$ cat src/rtl/sccb_target_regfile.sv
// sccb_target_regfile: SCCB/I2C target with a 256x8 register file emulating the OV7670 register map.
// Revision 1.0 - initial release.
`default_nettype none

module sccb_target_regfile #(
   parameter logic [6:0] DEV_ADDR = 7'h21,
   parameter logic [7:0] RST_VAL  = 8'h00,
   parameter int         AUTO_INC = 1
) (
   input  logic       clk,
   input  logic       rst,
   input  logic       scl_in,
   input  logic       sda_in,
   output logic       sda_oe,
   output logic       wr_stb,
   output logic [7:0] wr_addr,
   output logic [7:0] wr_data,
   output logic       busy,
   input  logic [7:0] dbg_addr,
   output logic [7:0] dbg_data
);

   typedef enum logic [3:0] {
      S_IDLE, S_DEV, S_REG, S_WDAT, S_RD, S_MACK,
      S_ACK_DEV, S_ACK_REG, S_ACK_DAT, S_IGNORE
   } state_t;

   state_t     state_q, state_d;
   logic [3:0] cnt_q, cnt_d;
   logic [7:0] shift_q, shift_d;
   logic [7:0] ptr_q, ptr_d;
   logic       sda_oe_q, sda_oe_d;
   logic       busy_q, busy_d;
   logic       rw_q, rw_d;
   logic       wr_stb_q, wr_stb_d;
   logic [7:0] wr_addr_q, wr_addr_d;
   logic [7:0] wr_data_q, wr_data_d;
   logic       mem_we;
   logic [7:0] mem_q [256];

   logic scl_s1_q, scl_s2_q, scl_d_q;
   logic sda_s1_q, sda_s2_q, sda_d_q;

   // Synchronizers reset to the idle-bus level so reset release creates no false START.
   always_ff @(posedge clk) begin
      if (rst) begin
         scl_s1_q <= 1'b1; scl_s2_q <= 1'b1; scl_d_q <= 1'b1;
         sda_s1_q <= 1'b1; sda_s2_q <= 1'b1; sda_d_q <= 1'b1;
      end else begin
         scl_s1_q <= scl_in; scl_s2_q <= scl_s1_q; scl_d_q <= scl_s2_q;
         sda_s1_q <= sda_in; sda_s2_q <= sda_s1_q; sda_d_q <= sda_s2_q;
      end
   end

   logic       scl_rise, scl_fall, start_ev, stop_ev;
   logic [7:0] byte_in, rd_byte;

   assign scl_rise = scl_s2_q & ~scl_d_q;
   assign scl_fall = ~scl_s2_q & scl_d_q;
   assign start_ev = scl_s2_q & scl_d_q & ~sda_s2_q & sda_d_q;
   assign stop_ev  = scl_s2_q & scl_d_q & sda_s2_q & ~sda_d_q;
   assign byte_in  = {shift_q[6:0], sda_s2_q};
   assign rd_byte  = mem_q[ptr_q];

   always_comb begin
      state_d   = state_q;
      cnt_d     = cnt_q;
      shift_d   = shift_q;
      ptr_d     = ptr_q;
      sda_oe_d  = sda_oe_q;
      busy_d    = busy_q;
      rw_d      = rw_q;
      wr_stb_d  = 1'b0;
      wr_addr_d = wr_addr_q;
      wr_data_d = wr_data_q;
      mem_we    = 1'b0;

      if (stop_ev) begin
         state_d  = S_IDLE;
         sda_oe_d = 1'b0;
         busy_d   = 1'b0;
         cnt_d    = 4'd0;
      end else if (start_ev) begin
         state_d  = S_DEV;
         sda_oe_d = 1'b0;
         cnt_d    = 4'd0;
      end else begin
         case (state_q)
            S_DEV, S_REG, S_WDAT: begin
               if (scl_rise) begin
                  shift_d = byte_in;
                  cnt_d   = cnt_q + 4'd1;
                  if (cnt_q == 4'd7) begin
                     cnt_d = 4'd0;
                     if (state_q == S_DEV) begin
                        if (byte_in[7:1] == DEV_ADDR) begin
                           busy_d  = 1'b1;
                           rw_d    = byte_in[0];
                           state_d = S_ACK_DEV;
                        end else begin
                           state_d = S_IGNORE;
                        end
                     end else if (state_q == S_REG) begin
                        ptr_d   = byte_in;
                        state_d = S_ACK_REG;
                     end else begin
                        mem_we    = 1'b1;
                        wr_stb_d  = 1'b1;
                        wr_addr_d = ptr_q;
                        wr_data_d = byte_in;
                        if (AUTO_INC != 0) ptr_d = ptr_q + 8'd1;
                        state_d   = S_ACK_DAT;
                     end
                  end
               end
            end
            // First fall after the 8th bit asserts ACK; the next fall ends the ACK clock.
            S_ACK_DEV, S_ACK_REG, S_ACK_DAT: begin
               if (scl_fall) begin
                  if (!sda_oe_q) begin
                     sda_oe_d = 1'b1;
                  end else begin
                     sda_oe_d = 1'b0;
                     cnt_d    = 4'd0;
                     if (state_q == S_ACK_DEV && rw_q) begin
                        state_d  = S_RD;
                        shift_d  = rd_byte;
                        sda_oe_d = ~rd_byte[7];
                     end else if (state_q == S_ACK_DEV) begin
                        state_d = S_REG;
                     end else begin
                        state_d = S_WDAT;
                     end
                  end
               end
            end
            S_RD: begin
               if (scl_rise) begin
                  cnt_d = cnt_q + 4'd1;
               end else if (scl_fall) begin
                  if (cnt_q == 4'd8) begin
                     sda_oe_d = 1'b0;
                     cnt_d    = 4'd0;
                     state_d  = S_MACK;
                  end else begin
                     shift_d  = {shift_q[6:0], 1'b0};
                     sda_oe_d = ~shift_q[6];
                  end
               end
            end
            // cnt_q = 1 marks an initiator ACK; the following fall starts the next byte.
            S_MACK: begin
               if (scl_rise) begin
                  if (sda_s2_q) begin
                     state_d = S_IGNORE;
                  end else begin
                     if (AUTO_INC != 0) ptr_d = ptr_q + 8'd1;
                     cnt_d = 4'd1;
                  end
               end else if (scl_fall && cnt_q == 4'd1) begin
                  shift_d  = rd_byte;
                  sda_oe_d = ~rd_byte[7];
                  cnt_d    = 4'd0;
                  state_d  = S_RD;
               end
            end
            default: ;
         endcase
      end
   end

   always_ff @(posedge clk) begin
      if (rst) begin
         state_q   <= S_IDLE;
         cnt_q     <= 4'd0;
         shift_q   <= 8'd0;
         ptr_q     <= 8'd0;
         sda_oe_q  <= 1'b0;
         busy_q    <= 1'b0;
         rw_q      <= 1'b0;
         wr_stb_q  <= 1'b0;
         wr_addr_q <= 8'd0;
         wr_data_q <= 8'd0;
      end else begin
         state_q   <= state_d;
         cnt_q     <= cnt_d;
         shift_q   <= shift_d;
         ptr_q     <= ptr_d;
         sda_oe_q  <= sda_oe_d;
         busy_q    <= busy_d;
         rw_q      <= rw_d;
         wr_stb_q  <= wr_stb_d;
         wr_addr_q <= wr_addr_d;
         wr_data_q <= wr_data_d;
      end
   end

   always_ff @(posedge clk) begin
      if (rst) begin
         for (int i = 0; i < 256; i++) mem_q[i] <= RST_VAL;
      end else if (mem_we) begin
         mem_q[ptr_q] <= byte_in;
      end
   end

   assign sda_oe   = sda_oe_q;
   assign wr_stb   = wr_stb_q;
   assign wr_addr  = wr_addr_q;
   assign wr_data  = wr_data_q;
   assign busy     = busy_q;
   assign dbg_data = mem_q[dbg_addr];

endmodule

`default_nettype wire

$ cat config.mk
export PLATFORM = sky130hd
export DESIGN_NAME = sccb_target_regfile
export DESIGN_NICKNAME = d
export VERILOG_FILES = /design/src/rtl/sccb_target_regfile.sv
export SDC_FILE = /design/constraint.sdc
export NUM_CORES = 2
export LEC_CHECK = 0
export ABC_AREA = 1
export BUFFER_PORTS_ARGS = -buffer_cell sky130_fd_sc_hd__clkbuf_2
export CAP_MARGIN = 15
export CELL_PAD_IN_SITES_DETAIL_PLACEMENT = 1
export CELL_PAD_IN_SITES_GLOBAL_PLACEMENT = 1
export CORE_MARGIN = 5
export CORE_UTILIZATION = 45
export DETAILED_ROUTE_END_ITERATION = 10
export PLACE_DENSITY_LB_ADDON = 0.1
export SYNTH_ARGS = -nofsm -noshare
export SYNTH_HDL_FRONTEND = slang
export SYNTH_SLANG_ARGS = --single-unit
$ cat constraint.sdc
create_clock -name clk -period 7.5 [get_ports clk]
set_input_delay 0.375 -clock clk [delete_from_list [all_inputs] [get_ports clk]]
set_output_delay 0.375 -clock clk [all_outputs]
set_load 0.1 [all_outputs]
# Yosys cells after proc, flatten, opt, wreduce, memory -nomap -nowiden
# Memories as Yosys holds them, arrays and structs flattened. A register that Yosys moved wholly into a read port is not among the register bits.
# Cells that the tools add are included.
[totals]
ff_bits = 49
latch_bits = 0
mem_bits_rw = 2048
romBits = 0
input_bits = 12
out_inout_bits = 27
elab_cells = 168
memories = 1
[memory_table]
columns = ["memory", "depth", "width", "read_ports", "rd_ports_with_merged_regs", "write_ports", "line_no", "text"]
rows = [
  ["mem_q", 256, 8, 2, 1, 256, "39", "logic [7:0] mem_q [256];"],
]
[classes]
n_addsub = 2
mul = 0
div = 0
order_cmp = 0
n_eq_ne = 40
n_shift = 0
muxes = 71
n_bitwise = 17
reduce_logical = 20
[ops]
columns = ["cell", "n"]
rows = [
  ["$mux 4", 23],
  ["$mux 8", 10],
  ["$mux 7", 9],
  ["$ne 3x3->1 const B", 12],
  ["$pmux 4 s4", 2],
  ["$ne 2x2->1 const B", 14],
  ["$pmux 7 s4", 1],
  ["$mux 1", 23],
  ["$eq 4x3->1 const B", 5],
  ["$reduce_and 10->1", 2],
  ["$pmux 8 s2", 1],
  ["$reduce_and 8->1", 2],
  ["$reduce_and 7->1", 2],
  ["$reduce_and 12->1", 1],
  ["$reduce_and 6->1", 2],
  ["$not 1->1", 10],
  ["$reduce_or 3->1", 3],
  ["$add 8x1->8 const B", 1],
  ["$eq 4x1->1 const B", 2],
  ["$eq 4x2->1 const B", 2],
  ["$eq 4x4->1 const B", 2],
  ["$ne 4x4->1 const B", 2],
  ["$reduce_or 8->1", 1],
  ["$and 1x1->1", 7],
  ["10 further kinds", 11],
]

# Depth between registers and ports, before layout
[depth]
depth_word = 13
ltp_mapped = 15
depth_no_buf = 14

# Least setup slack after synthesis
# OpenSTA, ideal clock, no wires.
[synth_path]
kind = "input to output"
from = "input dbg_addr[0]"
to = "output dbg_data[5]"
arrival_ps = 2600
path_slack_ps = 4525
cell_stages = 14
path_buffers = 5
cell_sequence = "buf_2 > buf_4 > buf_2 > buf_2 > clkbuf_1 > nor2_1 > o22ai_1 > nand2_1 > nand3_1 > nand3_1 > nand3_1 > nand3_1 > nand3_1 > and2_1"
[synth_between]
elab_chain_len = 1
[synth_lines]
columns = ["item", "line_no", "text"]
rows = [
  ["from (decl)", "19", "input logic [7:0] dbg_addr,"],
  ["$mem_v2 256x8", "--", ""],
  ["to (decl)", "20", "output logic [7:0] dbg_data"],
]
# Every way passes these cells.

# Worst setup path in the final report
[layout_path]
from = "input dbg_addr[1]"
to = "output dbg_data[5]"
# Same word-level chain as after synthesis.

==> summary.txt <==
library cells used by synthesis = 36
final-report max-slew violation count = 0
die area = 262000 sq um
largest net degree at the start of global routing = 178
Rel. slew slack = 12.6%
IR drop worst, VDD = 0.000359 V
I/O Buffers = 38
Reg2Reg Setup Slack = 2.92 ns
fmax = 0.185 GHz
post-synthesis sequential area ratio = 55.2%
final cell count without fillers = 16700
Yosys Warn Count = 0
CP most frequent cell = nand3_1
drt pass-1 iters = 7
PD cells = 310 nW/um^2
leakage power = 44.2 nW
Setup crit start kind = input port
dominant synthesized flop cell = edfxtp_1
clk buf depth = 3
Total Wirelength = 512000 um
CP peak stage delay = 0.75 ns
skew final = 0.0279 ns
worst r2r dst = shift_q[6]
share of layout cells above drive strength 1 = 4.87%
DR DRC count = 0
via/cell ratio = 6.56
ys async rst share = 0%
CTS sink cnt = 2105
outcome = finished, final reports clean
hold depth = 1
Crit path arrival time = 5.03 ns
DP Worst Slack = 2.25 ns
Critical Path RT = 7.12 ns
CP endpoint kind = primary output
Final #Nets = 13200
WHS Endpoint = sda_s2_q
Root Buffer = clkbuf_16
DIE WIDTH = 512 um
Fin. Hold Viols = 0
CTS tree = yes
Syn Inst Count = 13900
Reg clk slew, reported paths = 0.06 ns
initial antenna violation count = 27
fillers = 29500
I/O Pins = 39
postcts setup bufs = 0
core area = 251000 sq um
mapped cell area = 113000 sq um
Area Overhead vs Synth = 8.50%
Yosys reg bits = 2105
gr usage total = 37.5%
Hold/Removal Path Class = reg2reg
Setup CP Type = in2out
Worst Hold Slack = 0.411 ns
setup_tns = 0 ns
Cell Rows = 184
routed vias = 110000
Tcrit/Tclk final = 72.1%
largest fanout on the critical path = 99
critical path cell sequence = buf_8 > inv_8 > buf_12 > buf_4 > o21ai_0 > o22ai_1 > nand2_1 > nand3_1 > nand3_1 > nand3_1 > nand3_1 > nand3_1 > and2_1 > clkbuf_2
Placed Instances = 16300
Avg Inst Size Synth = 8.17 sq um
RSZ-0062 raised after global routing = no
slowest library cell on the worst path = inv_8
grt ovf = 0
final setup vio count = 0
later-pin clock latency in the skew report = 0.90 ns
dpl hpwl = 310000 um
antenna-violating nets left = 0
Placer Congestion = 0.917
transition time of the tightest slew-check pin = 1.31 ns
Die Y = 512 um
hold wc startpoint = sda_s1_q
min cycle time layout = 5.41 ns
Max-Cap Viols = 0
EDFF count, synth = 2048
setup ws final = 2.09 ns
first-pass GRT wire length = 740000 um
Starting Density = 45.1%
H-tree depth = 4
average routed wire per standard cell = 30.6 um
DR iter-0 viols = 13500
Post-Syn Nets = 13900
TritonCTS Buffers = 233
FF-to-FF path depth = 13
vias in the first global route = 111000
## cell usage in the layout, fill, tap and decap left out, types with 7 or more instances in the layout
cell and n:
a21oi_1 43, a31oi_1 7, and2_1 8, buf_12 43, buf_4 152, bufinv_16 24, clkbuf_1 53, clkbuf_16 239
clkbuf_2 33, clkinv_1 61, clkinv_2 47, clkinvlp_4 10, dfxtp_1 51, diode_2 15, edfxtp_1 2048, ha_1 10
inv_1 49, inv_8 15, nand2_1 3111, nand2_2 27, nand3_1 2547, nand4_1 11, nor2_1 3121, nor3_1 9
nor3_4 15, o21ai_0 1055, o22ai_1 512
## worst max-delay path: cells and delay by family
kind / cells / cell delay, ns
buffers and inverters: 5 / 2.27
AND/OR/NAND/NOR: 7 / 1.83
AO/OA/AOI/OAI: 2 / 0.30
## worst max path at each step
| stage | startpoint | to | depth (start not counted) |
|---|---|---|---|
| finish | dbg_addr[1] | dbg_data[5] | 14 |
| global route | dbg_addr[0] | dbg_data[5] | 14 |
| CTS | dbg_addr[1] | dbg_data[5] | 14 |
| detailed placement | dbg_addr[0] | dbg_data[5] | 14 |
| global placement | dbg_addr[1] | dbg_data[5] | 14 |
| floorplan | dbg_addr[0] | dbg_data[5] | 14 |
## routing by layer
metal	wire length [um]	up-vias	track usage, %
met3	54100	1575	7.93
li1	-	46200	-
met1	195000	55300	48.6
met2	231000	6710	58.6
met4	31900	12	21.2
met5	65	-	0
## power by group
group,internal (W),switching [W],total [W]
Sequential,0.0133,0.000401,0.0137
Clock,0.00666,0.00511,0.0118
Combinational,0.00278,0.00985,0.0126
Total,0.0227,0.0154,0.0381
## repair_timing
item | 4_1_cts | 5_1_grt
resized for setup | 0 | 0
hold buffers | 5 | 0
hold endpoints to repair | 13 | 0
endpoints found under the setup margin | 0 | 0
## layout make-up
| cell class | instances | area, sq um | area share (%) |
|---|---|---|---|
| tap | 3348 | 4190 | 3.40 |
| antenna | 15 | 37.5 | 0.0305 |
| sequential | 2105 | 62700 | 50.9 |
| multi-input combinational | 10500 | 45800 | 37.3 |
| inverter | 76 | 409 | 0.333 |
| timing repair buffer | 240 | 2340 | 1.90 |
| clock inverter | 143 | 1330 | 1.08 |
| clock buffer | 296 | 6230 | 5.07 |
## kinds of logic after synthesis
kind of cell	synth area share [%]
buffers and inverters	4.44
DFF	55.2
AOI/OAI and AO/OA	7.80
and+or+nand+nor	32.4
adders and majority gates	0.110
## Yosys cell counts, types with 5 or more instances
library cell  instances  area share [%]
and2_1                8           0.044
dfxtp_1              57             1.0
o22ai_1             512             2.8
a21oi_1              43            0.19
nor3_1                9           0.040
or2_2                 5           0.028
edfxtp_1           2048              54
inv_2                13           0.043
buf_4                15           0.099
a211oi_1              5           0.033
a31oi_1               7           0.039
nand3_1            2547              11
clkbuf_1            937             3.1
buf_2               151            0.67
o21ai_0            1055             4.7
buf_1                93            0.31
nor3_2               18            0.16
clkinv_1              9           0.030
ha_1                 10            0.11
nand2_1            3111              10
nor2_1             3125              10
nand4_1              11           0.061
nand2_2              27            0.15
inv_1                54            0.18
## registers in the layout (all words and copies together), names as in the netlist, 4 cells and up, named ones only
name     cells
wr_addr      8
wr_data      8
state_q      4
mem_q     2048
cnt_q        4
ptr_q        8
shift_q      7
## stage by stage
step	util [%]	power (W)	area (sq um)
finish	49.0	0.0381	123000
global route	49.0	0.0392	123000
CTS	49.0	0.0377	123000
detailed placement	45.9	0.0261	115000
global placement	45.9	0.0258	115000
floorplan	-	0.0211	113000
(Power assumes the default switching activity.)
